`src/rtl/rgb_pwm_sequencer_pkg.sv`:
```
// Shared colour definitions for the RGB PWM sequencer: palette index type and duty codes.
// Latency: none (types, constants and a pure lookup function only).
// Backpressure: not applicable.
//
// Contents:
//   IDX_W        width of the palette index
//   color_e      palette index / sequencer state (IDX_OFF .. IDX_DIM_WHITE)
//   duty_code_e  symbolic duty level (OFF / HALF / FULL), mapped to a PWM width by the user
//   rgb_code_t   {r, g, b} duty codes for one palette entry
//   palette()    index -> rgb_code_t lookup
package rgb_pwm_sequencer_pkg;

   localparam int IDX_W = 3;

   typedef enum logic [IDX_W-1:0] {
      IDX_OFF       = 3'd0,
      IDX_RED       = 3'd1,
      IDX_GREEN     = 3'd2,
      IDX_BLUE      = 3'd3,
      IDX_YELLOW    = 3'd4,
      IDX_CYAN      = 3'd5,
      IDX_MAGENTA   = 3'd6,
      IDX_DIM_WHITE = 3'd7
   } color_e;

   typedef enum logic [1:0] {
      DUTY_OFF  = 2'd0,
      DUTY_HALF = 2'd1,
      DUTY_FULL = 2'd2
   } duty_code_e;

   typedef struct packed {
      duty_code_e r;
      duty_code_e g;
      duty_code_e b;
   } rgb_code_t;

   function automatic rgb_code_t palette(input color_e idx);
      rgb_code_t c;
      c = '{r: DUTY_OFF, g: DUTY_OFF, b: DUTY_OFF};
      case (idx)
         IDX_OFF:       c = '{r: DUTY_OFF,  g: DUTY_OFF,  b: DUTY_OFF };
         IDX_RED:       c = '{r: DUTY_FULL, g: DUTY_OFF,  b: DUTY_OFF };
         IDX_GREEN:     c = '{r: DUTY_OFF,  g: DUTY_FULL, b: DUTY_OFF };
         IDX_BLUE:      c = '{r: DUTY_OFF,  g: DUTY_OFF,  b: DUTY_FULL};
         IDX_YELLOW:    c = '{r: DUTY_FULL, g: DUTY_FULL, b: DUTY_OFF };
         IDX_CYAN:      c = '{r: DUTY_OFF,  g: DUTY_FULL, b: DUTY_FULL};
         IDX_MAGENTA:   c = '{r: DUTY_FULL, g: DUTY_OFF,  b: DUTY_FULL};
         IDX_DIM_WHITE: c = '{r: DUTY_HALF, g: DUTY_HALF, b: DUTY_HALF};
         default:       c = '{r: DUTY_OFF,  g: DUTY_OFF,  b: DUTY_OFF };
      endcase
      return c;
   endfunction

endpackage

```
`src/rtl/rgb_pwm_sequencer_debounce.sv`:
```
// Push-button conditioner: 2-FF synchronizer, stability-count debouncer, rising-edge pulse.
// Latency: rise_pulse fires DEBOUNCE_CYCLES+2 edges after raw_in settles high.
// Backpressure: none; the pulse is single-cycle and must be consumed on that edge.
//
// Ports:
//   CLK         system clock
//   RST_N       asynchronous active-low reset
//   raw_in      asynchronous, bouncy button level (active high)
//   rise_pulse  one-cycle strobe, asserted on the edge where the accepted level goes 0->1
module rgb_pwm_sequencer_debounce #(
   parameter int DEBOUNCE_CYCLES = 120000
) (
   input  logic CLK,
   input  logic RST_N,
   input  logic raw_in,
   output logic rise_pulse
);

   localparam int CNT_W = (DEBOUNCE_CYCLES > 2) ? $clog2(DEBOUNCE_CYCLES) : 1;

   logic             sync1_q;
   logic             sync2_q;
   logic             level_q;
   logic [CNT_W-1:0] cnt_q;
   logic             differ;
   logic             accept;

   // cnt_q holds how many consecutive synchronized samples have disagreed with
   // level_q so far; the sample that would make it DEBOUNCE_CYCLES flips the level.
   assign differ = (sync2_q != level_q);
   assign accept = differ && (cnt_q == CNT_W'(DEBOUNCE_CYCLES - 1));

   // Combinational so the consumer can act on the same edge the level rises.
   assign rise_pulse = accept && !level_q;

   always_ff @(posedge CLK or negedge RST_N) begin
      if (!RST_N) begin
         sync1_q <= 1'b0;
         sync2_q <= 1'b0;
         level_q <= 1'b0;
         cnt_q   <= '0;
      end else begin
         sync1_q <= raw_in;
         sync2_q <= sync1_q;
         if (!differ) begin
            cnt_q <= '0;
         end else if (accept) begin
            level_q <= ~level_q;
            cnt_q   <= '0;
         end else begin
            cnt_q <= cnt_q + 1'b1;
         end
      end
   end

endmodule

```
`src/rtl/rgb_pwm_sequencer.sv`:
```
// RGB LED colour mixer front end: debounced SW2 steps an 8-entry palette, palette duties PWM the LEDs.
// Latency: COLOR_IDX updates on the debounced rise; duty loads 1 edge later, LEDs follow 1 edge after that.
// Backpressure: none; every accepted press advances the palette, the PWM counter free-runs.
//
// Ports:
//   CLK        system clock
//   RST_N      asynchronous active-low reset (clears all state, LEDs off, index 0)
//   SW2        raw push-button, active high, asynchronous and bouncy
//   LED_R/G/B  registered PWM outputs, 1 = lit
//   COLOR_IDX  current palette index
//
// Build option: define AUTO_CYCLE_EN to also advance the palette every AUTO_PERIOD cycles;
// a press restarts that interval, and a press coinciding with the interval end advances once.
module rgb_pwm_sequencer
   import rgb_pwm_sequencer_pkg::*;
#(
   parameter int DEBOUNCE_CYCLES = 120000,
   parameter int PWM_BITS        = 8,
   parameter int AUTO_PERIOD     = 12000000
) (
   input  logic             CLK,
   input  logic             RST_N,
   input  logic             SW2,
   output logic             LED_R,
   output logic             LED_G,
   output logic             LED_B,
   output logic [IDX_W-1:0] COLOR_IDX
);

   // Elaboration-time parameter sanity checks.
   if (DEBOUNCE_CYCLES < 2) begin : g_chk_debounce
      $error("DEBOUNCE_CYCLES must be at least 2");
   end
   if (PWM_BITS < 1) begin : g_chk_pwm
      $error("PWM_BITS must be at least 1");
   end
   if (AUTO_PERIOD < 2) begin : g_chk_auto
      $error("AUTO_PERIOD must be at least 2");
   end

   color_e              state_q;
   color_e              state_d;
   logic                press;
   logic                advance;
   rgb_code_t           code;
   logic [PWM_BITS-1:0] pwm_cnt_q;
   logic [PWM_BITS-1:0] duty_r_q;
   logic [PWM_BITS-1:0] duty_g_q;
   logic [PWM_BITS-1:0] duty_b_q;

   function automatic logic [PWM_BITS-1:0] code_to_duty(input duty_code_e c);
      logic [PWM_BITS-1:0] d;
      d = '0;
      case (c)
         DUTY_FULL: d = '1;
         DUTY_HALF: d[PWM_BITS-1] = 1'b1;
         default:   d = '0;
      endcase
      return d;
   endfunction

   rgb_pwm_sequencer_debounce #(
      .DEBOUNCE_CYCLES(DEBOUNCE_CYCLES)
   ) u_debounce (
      .CLK        (CLK),
      .RST_N      (RST_N),
      .raw_in     (SW2),
      .rise_pulse (press)
   );

`ifdef AUTO_CYCLE_EN
   localparam int AUTO_W = $clog2(AUTO_PERIOD);

   logic [AUTO_W-1:0] auto_cnt_q;
   logic              auto_tc;

   assign auto_tc = (auto_cnt_q == AUTO_W'(AUTO_PERIOD - 1));
   // OR rather than add: a press on the terminal count still steps only once.
   assign advance = press | auto_tc;

   always_ff @(posedge CLK or negedge RST_N) begin
      if (!RST_N) begin
         auto_cnt_q <= '0;
      end else if (advance) begin
         auto_cnt_q <= '0;
      end else begin
         auto_cnt_q <= auto_cnt_q + 1'b1;
      end
   end
`else
   assign advance = press;
`endif

   // Sequencer: one state per palette entry, stepping in order and wrapping 7 -> 0.
   always_ff @(posedge CLK or negedge RST_N) begin
      if (!RST_N) begin
         state_q <= IDX_OFF;
      end else begin
         state_q <= state_d;
      end
   end

   always_comb begin
      state_d = state_q;
      if (advance) begin
         state_d = color_e'(state_q + 1'b1);
      end
   end

   assign COLOR_IDX = state_q;
   assign code      = palette(state_q);

   // Duty registers track the index one edge behind; the PWM counter is never
   // restarted, so a new colour takes effect from wherever the period currently is.
   always_ff @(posedge CLK or negedge RST_N) begin
      if (!RST_N) begin
         duty_r_q  <= '0;
         duty_g_q  <= '0;
         duty_b_q  <= '0;
         pwm_cnt_q <= '0;
         LED_R     <= 1'b0;
         LED_G     <= 1'b0;
         LED_B     <= 1'b0;
      end else begin
         duty_r_q  <= code_to_duty(code.r);
         duty_g_q  <= code_to_duty(code.g);
         duty_b_q  <= code_to_duty(code.b);
         pwm_cnt_q <= pwm_cnt_q + 1'b1;
         // FULL is forced on: pwm_cnt < FULL alone would drop one cycle per period.
         LED_R     <= (duty_r_q == '1) | (pwm_cnt_q < duty_r_q);
         LED_G     <= (duty_g_q == '1) | (pwm_cnt_q < duty_g_q);
         LED_B     <= (duty_b_q == '1) | (pwm_cnt_q < duty_b_q);
      end
   end

endmodule

```
`config.mk`:
```
export PLATFORM = sky130hd
export DESIGN_NAME = rgb_pwm_sequencer
export DESIGN_NICKNAME = d
export VERILOG_FILES = /design/src/rtl/rgb_pwm_sequencer_pkg.sv /design/src/rtl/rgb_pwm_sequencer_debounce.sv /design/src/rtl/rgb_pwm_sequencer.sv
export SDC_FILE = /design/constraint.sdc
export NUM_CORES = 1
export LEC_CHECK = 0
export CAP_MARGIN = 20
export CELL_PAD_IN_SITES_DETAIL_PLACEMENT = 1
export CELL_PAD_IN_SITES_GLOBAL_PLACEMENT = 1
export CORE_MARGIN = 10
export CORE_UTILIZATION = 42
export CTS_BUF_LIST = sky130_fd_sc_hd__clkbuf_8
export DETAILED_ROUTE_END_ITERATION = 10
export PLACE_DENSITY_LB_ADDON = 0.12
export SETUP_SLACK_MARGIN = 0.15
export SLEW_MARGIN = 15
export SYNTH_ARGS = -nofsm -noshare
export SYNTH_HDL_FRONTEND = slang
export SYNTH_SLANG_ARGS = --single-unit
```
`constraint.sdc`:
```
create_clock -name CLK -period 2.63 [get_ports CLK]
set_clock_uncertainty 0.1 [all_clocks]
set_input_delay 0.526 -clock CLK [delete_from_list [all_inputs] [get_ports CLK]]
set_output_delay 0.526 -clock CLK [all_outputs]
set_load 0.1 [all_outputs]
```
Word level (Yosys, flattened, before mapping) --
Memories as Yosys holds them, arrays and structs flattened. Index checks and enable logic that the tools add are counted.
Word-level totals: register bits after elaboration 58, memory bits (read-only) 48, word-level logic and storage cells 49, memories 1
Memory list:
- (name not given) | depth 8, bits a word 6, rd ports 1, clocked after memory_dff 0, wr ports 0, RTL line rgb_pwm_sequencer_pkg.sv:41 | case (idx)
Operators by class: add/subtract/negate cells 3, order comparisons 3, eq/ne operators 11, multiplexer cells 8, bitwise gates (word level) 4, reductions and logical operators 7
Operators by type and width (count):
- 17-bit two-way mux | 2
- 8-bit == test (second input constant) | 3
- 8-bit less-than comparator | 3
- 7-bit two-way mux | 3
- 17-bit by 1-bit adder with 17-bit output (second input constant) | 1
- 17-bit == test (second input constant) | 1
- 8-bit by 1-bit adder with 8-bit output (second input constant) | 1
- 2-bit by 1-bit == test with 1-bit output (second input constant) | 3
- 2-bit == test (second input constant) | 3
- 2-bit OR reduction | 3
- 3-bit by 1-bit adder with 3-bit output (second input constant) | 1
- 1-bit two-way mux | 3
- 1-bit OR | 3
- 1-bit logical AND | 2
- 2-bit AND reduction | 1
- 1-bit logical NOT | 1
- 1-bit != test | 1
- 1-bit inverter | 1

Longest topological paths before layout --
depth in word-level cells 4, mapped depth 7

By module --
Synthesis repeated with hierarchy kept, for this count alone.
Unflattened totals: cell total of the unflattened synthesis 216, area total of the unflattened synthesis 2240.9 um2
By module, submodules not included:
- rgb_pwm_sequencer | instances 1, cells an instance 123, area an instance 1270.0 um2, sequential area each 500.5 um2
- rgb_pwm_sequencer_debounce | instances 1, cells an instance 93, area an instance 970.9 um2, sequential area each 500.5 um2

Least setup slack after synthesis --
Ideal clock, no wire load.
path kind reg-to-reg, start point register state_q[0], in the netlist COLOR_IDX[0], end point register duty_g_q[7], library setup time 0.113 ns, arrival 1.843 ns, path slack 0.574 ns, stages on the path, launching flop included 6, buffers on the path 0, clock period less this slack 2.056 ns, cells stage by stage dfrtp_1 -> inv_1 -> ha_1 -> mux2_2 -> ha_1 -> inv_1
On the way: word-level cells in the longest chain between the ends 4
RTL lines:
- start: declaration | RTL line rgb_pwm_sequencer.sv:41 | color_e state_q;
- start signal: assignment | RTL line rgb_pwm_sequencer.sv:99 | state_q <= state_d;
- memory 8 x 6 bit (*)
- 2-bit by 1-bit == test with 1-bit output / 2-bit == test (equally long branches) | RTL line rgb_pwm_sequencer.sv:54 | case (c)
- 2-bit OR reduction (no line) (*)
- 1-bit two-way mux (*) | RTL line rgb_pwm_sequencer.sv:54
- end signal: assignment | RTL line rgb_pwm_sequencer.sv:126 | duty_g_q <= code_to_duty(code.g);
- end: declaration | RTL line rgb_pwm_sequencer.sv:48 | logic [PWM_BITS-1:0] duty_g_q;
Every way passes the cells marked *; elsewhere a longest branch is shown, timed or not. A chain may end at the register's enable or synchronous reset.

Worst setup path in the final report --
start point register u_debounce.cnt_q[0], end point register u_debounce.cnt_q[3]
On the way: word-level cells in the longest chain between the ends 4
RTL lines:
- start: declaration | RTL line rgb_pwm_sequencer_debounce.sv:24 | logic [CNT_W-1:0] cnt_q;
- start signal: assignment | RTL line rgb_pwm_sequencer_debounce.sv:51 | cnt_q <= cnt_q + 1'b1;
- parallel branches: the longest is 2 deep, another holds 17-bit by 1-bit adder with 17-bit output
- 17-bit two-way mux (*) | RTL line rgb_pwm_sequencer_debounce.sv:47 | end else if (accept) begin
- 17-bit two-way mux (*) | RTL line rgb_pwm_sequencer_debounce.sv:45 | if (!differ) begin
Every way passes the cells marked *.

==> results.cfg <==
[final_layout]
multi_input_area_um2 = 1180
design_area_um2 = 2480
n_fill_cell = 575
final_layout_size_suffix_gt1_share_pct = 9.69
syn2layout_area_growth_pct = 8.92
diodes = 0
seq_area_um2 = 1000
finalNetCount = 260
finalNonFillerCells = 297

[grt]
grt_pass1_vias = 1715
antenna_found_initial = 0
grt_pass1_wl_mm = 8.24
grt_max_degree = 41
grt_usage_pct = 11.7
grt.overflow.total = 0

[timing]
fmax_ghz = 0.498
worstMarginPinSlew_ns = 0.890
post-route-min-period_ns = 2.01
final-hold-violation-count = 0
worst_hold_slack_ns = 0.252
period_share_pct = 76.3
drv_slew = 0
setup_viol = 0
rsz0062_at_grt = no
slew_headroom_pct = 40.7
setup_tns_ns = 0

[clocking]
cts_tree = built
clk-insertion-delay-late_ns = 0.29
path_clk_slew_ns = 0.08
root_buffer = clkbuf_8
htreeDepth = 2
cts_hold_buf = 0
cts_made_buffers = 5
clock_sinks = 40
cts_setup_buffers = 0
cts.path.max_buffers = 2
cts_resized = 0

[worst_setup_path]
cp-end-kind = flop
critPathArrivalTime_ns = 2.07
critPathSlowestCell = nor4_4
path_cells = ha_1 > nand3_1 > nor4_4 > a21o_2 > nor2_1
path_class = flop to flop
crit_required_ns = 2.69
startpoint_type = flop
cpPeakStageDelay_ns = 0.42
crit_fanout = 17

[floorplanning]
die_y_um = 93.6
die_x_um = 93.6
io_pins = 9
design.core.area_um2 = 5170
die_area_um2 = 8760
rows = 26
start_util_pct = 44.0

[placement]
dp_cells = 290
gp_congestion = 0.841
port_buffers = 8
dpl.hpwl_mm = 3.58
place_area_um2 = 2400

[yosys]
yosysMostFrequentCell = dfrtp_1
synthTopCellsByArea = dfrtp_1, ha_1, xnor2_1, inv_1, nor2_1
postSynthAreaPerCell_um2 = 10.6
yosysSeqAreaShare_pct = 44.0
ys_ff_latch = 40
synthDistinctLibCells = 34
synth-warning-count = 0
synth-edff-count = 0
ys.flop_type = dfrtp_1
yosys-top-cells-count = dfrtp_1, ha_1, inv_1, nor2_1, xnor2_1
synth_top_area_share_pct = 44.0
syn_nets = 247
async_reset_ff_share_pct = 100
syn-instance-count = 214
yosysTopAreaCell = dfrtp_1
synth_area_um2 = 2270

[drt]
routed_wl_mm = 4.63
drcViolationCount = 0
avgViaCountPerCell = 5.30
ant_nets = 0
firstDrtPassIters = 4
num_vias = 1573
drt_first_iter_violations = 59
routedWlPerCell_um = 15.6

[run]
maxCapViolCount = 0

[power]
p_leak_nw = 1.20
p_per_area_nw_per_um2 = 416
vdd_drop_max_mv = 0.242

[hold_path]
min_path_type = primary input to async pin

[outcome]
status = completed
[area by class of cell]
type                            instances  area share [%]
Tap cell                               70            3.54
Sequential cell                        40            40.4
Timing Repair Buffer                    8            2.43
Multi-Input combinational cell        153            47.6
Clock inverter                          2           0.354
Clock buffer                            5            2.78
Inverter                               19            2.88
[state kept, by name, indices dropped and copies added, names as in the netlist]
register	cells
duty_b_q	2
u_debounce.sync1_q	1
duty_g_q	2
u_debounce.level_q	1
LED_B	1
LED_R	1
pwm_cnt_q	8
LED_G	1
u_debounce.sync2_q	1
COLOR_IDX	3
duty_r_q	2
u_debounce.cnt_q	17
[cells in the final DEF, fill, tap and decap left out, drive strengths merged, types with 2 or more instances in the layout]
master / instances
nand2: 11
and3: 3
nor3: 4
buf: 7
a211oi: 2
xor2: 3
nor2: 19
nand3: 10
mux2i: 2
a21o: 3
a2bb2oi: 2
nand4: 8
clkbuf: 5
dfrtp: 40
xnor2: 19
ha: 30
a21oi: 12
nand2b: 3
nor4: 5
mux2: 3
inv: 20
o21ai: 4
[cells by family (layout without fill, tap and decap cells)]
family	Yosys count	in the layout	share of synthesized area [%]
XOR/XNOR	22	22	8.48
flip-flops	40	40	44.0
AO/OA/AOI/OAI	27	27	7.32
adder cells (fa/ha/maj)	30	30	16.5
buffers and inverters	21	34	4.13
multiplexers	5	5	2.53
AND/OR/NAND/NOR	69	69	17.0
[metal layers]
layer	up-vias	part of all wire, %	GRT usage (%)
li1	771	-	-
met1	779	48	14.9
met4	0	1.1	3.42
met2	18	47	18.7
met5	-	0	0
met3	5	3.6	3.44
[final timing paths]
path	from	end	slack [ns]	cells after the start
min in group CLK	u_debounce.sync1_q$_DFF_PN0_	u_debounce.sync2_q$_DFF_PN0_	0.25	0
min	RST_N	u_debounce.cnt_q[12]$_DFF_PN0_	0.25	1
max reg2reg	u_debounce.cnt_q[0]$_DFF_PN0_	u_debounce.cnt_q[3]$_DFF_PN0_	0.62	5
max	u_debounce.cnt_q[0]$_DFF_PN0_	u_debounce.cnt_q[3]$_DFF_PN0_	0.62	5
min reg2reg	u_debounce.sync1_q$_DFF_PN0_	u_debounce.sync2_q$_DFF_PN0_	0.25	0
max in group asynchronous	RST_N	duty_r_q[7]$_DFF_PN0_	1.61	1
[critical path, delay by kind of cell (launching register included)]
kind | cells | cell delay, ns
and+or+nand+nor | 3 | 0.72
adders and majority gates | 1 | 0.26
DFF | 1 | 0.40
AOI/OAI and AO/OA | 1 | 0.40
[power by group]
part | switching, mW | internal (mW) | leakage (nW)
Combinational | 0.0196 | 0.00651 | 0.615
Clock | 0.203 | 0.177 | 0.0452
Sequential | 0.00555 | 0.620 | 0.537
[per-stage QoR]
stage                     worst slack, ns  util, %  total power, mW
after floorplan                     0.574        -            0.650
after global placement              0.691     46.4            0.663
after detailed placement            0.594     46.4            0.666
after CTS                           0.583     47.9             1.05
after global routing                0.439     47.9             1.09
final                               0.623     47.9             1.03
(Power assumes the default switching activity.)
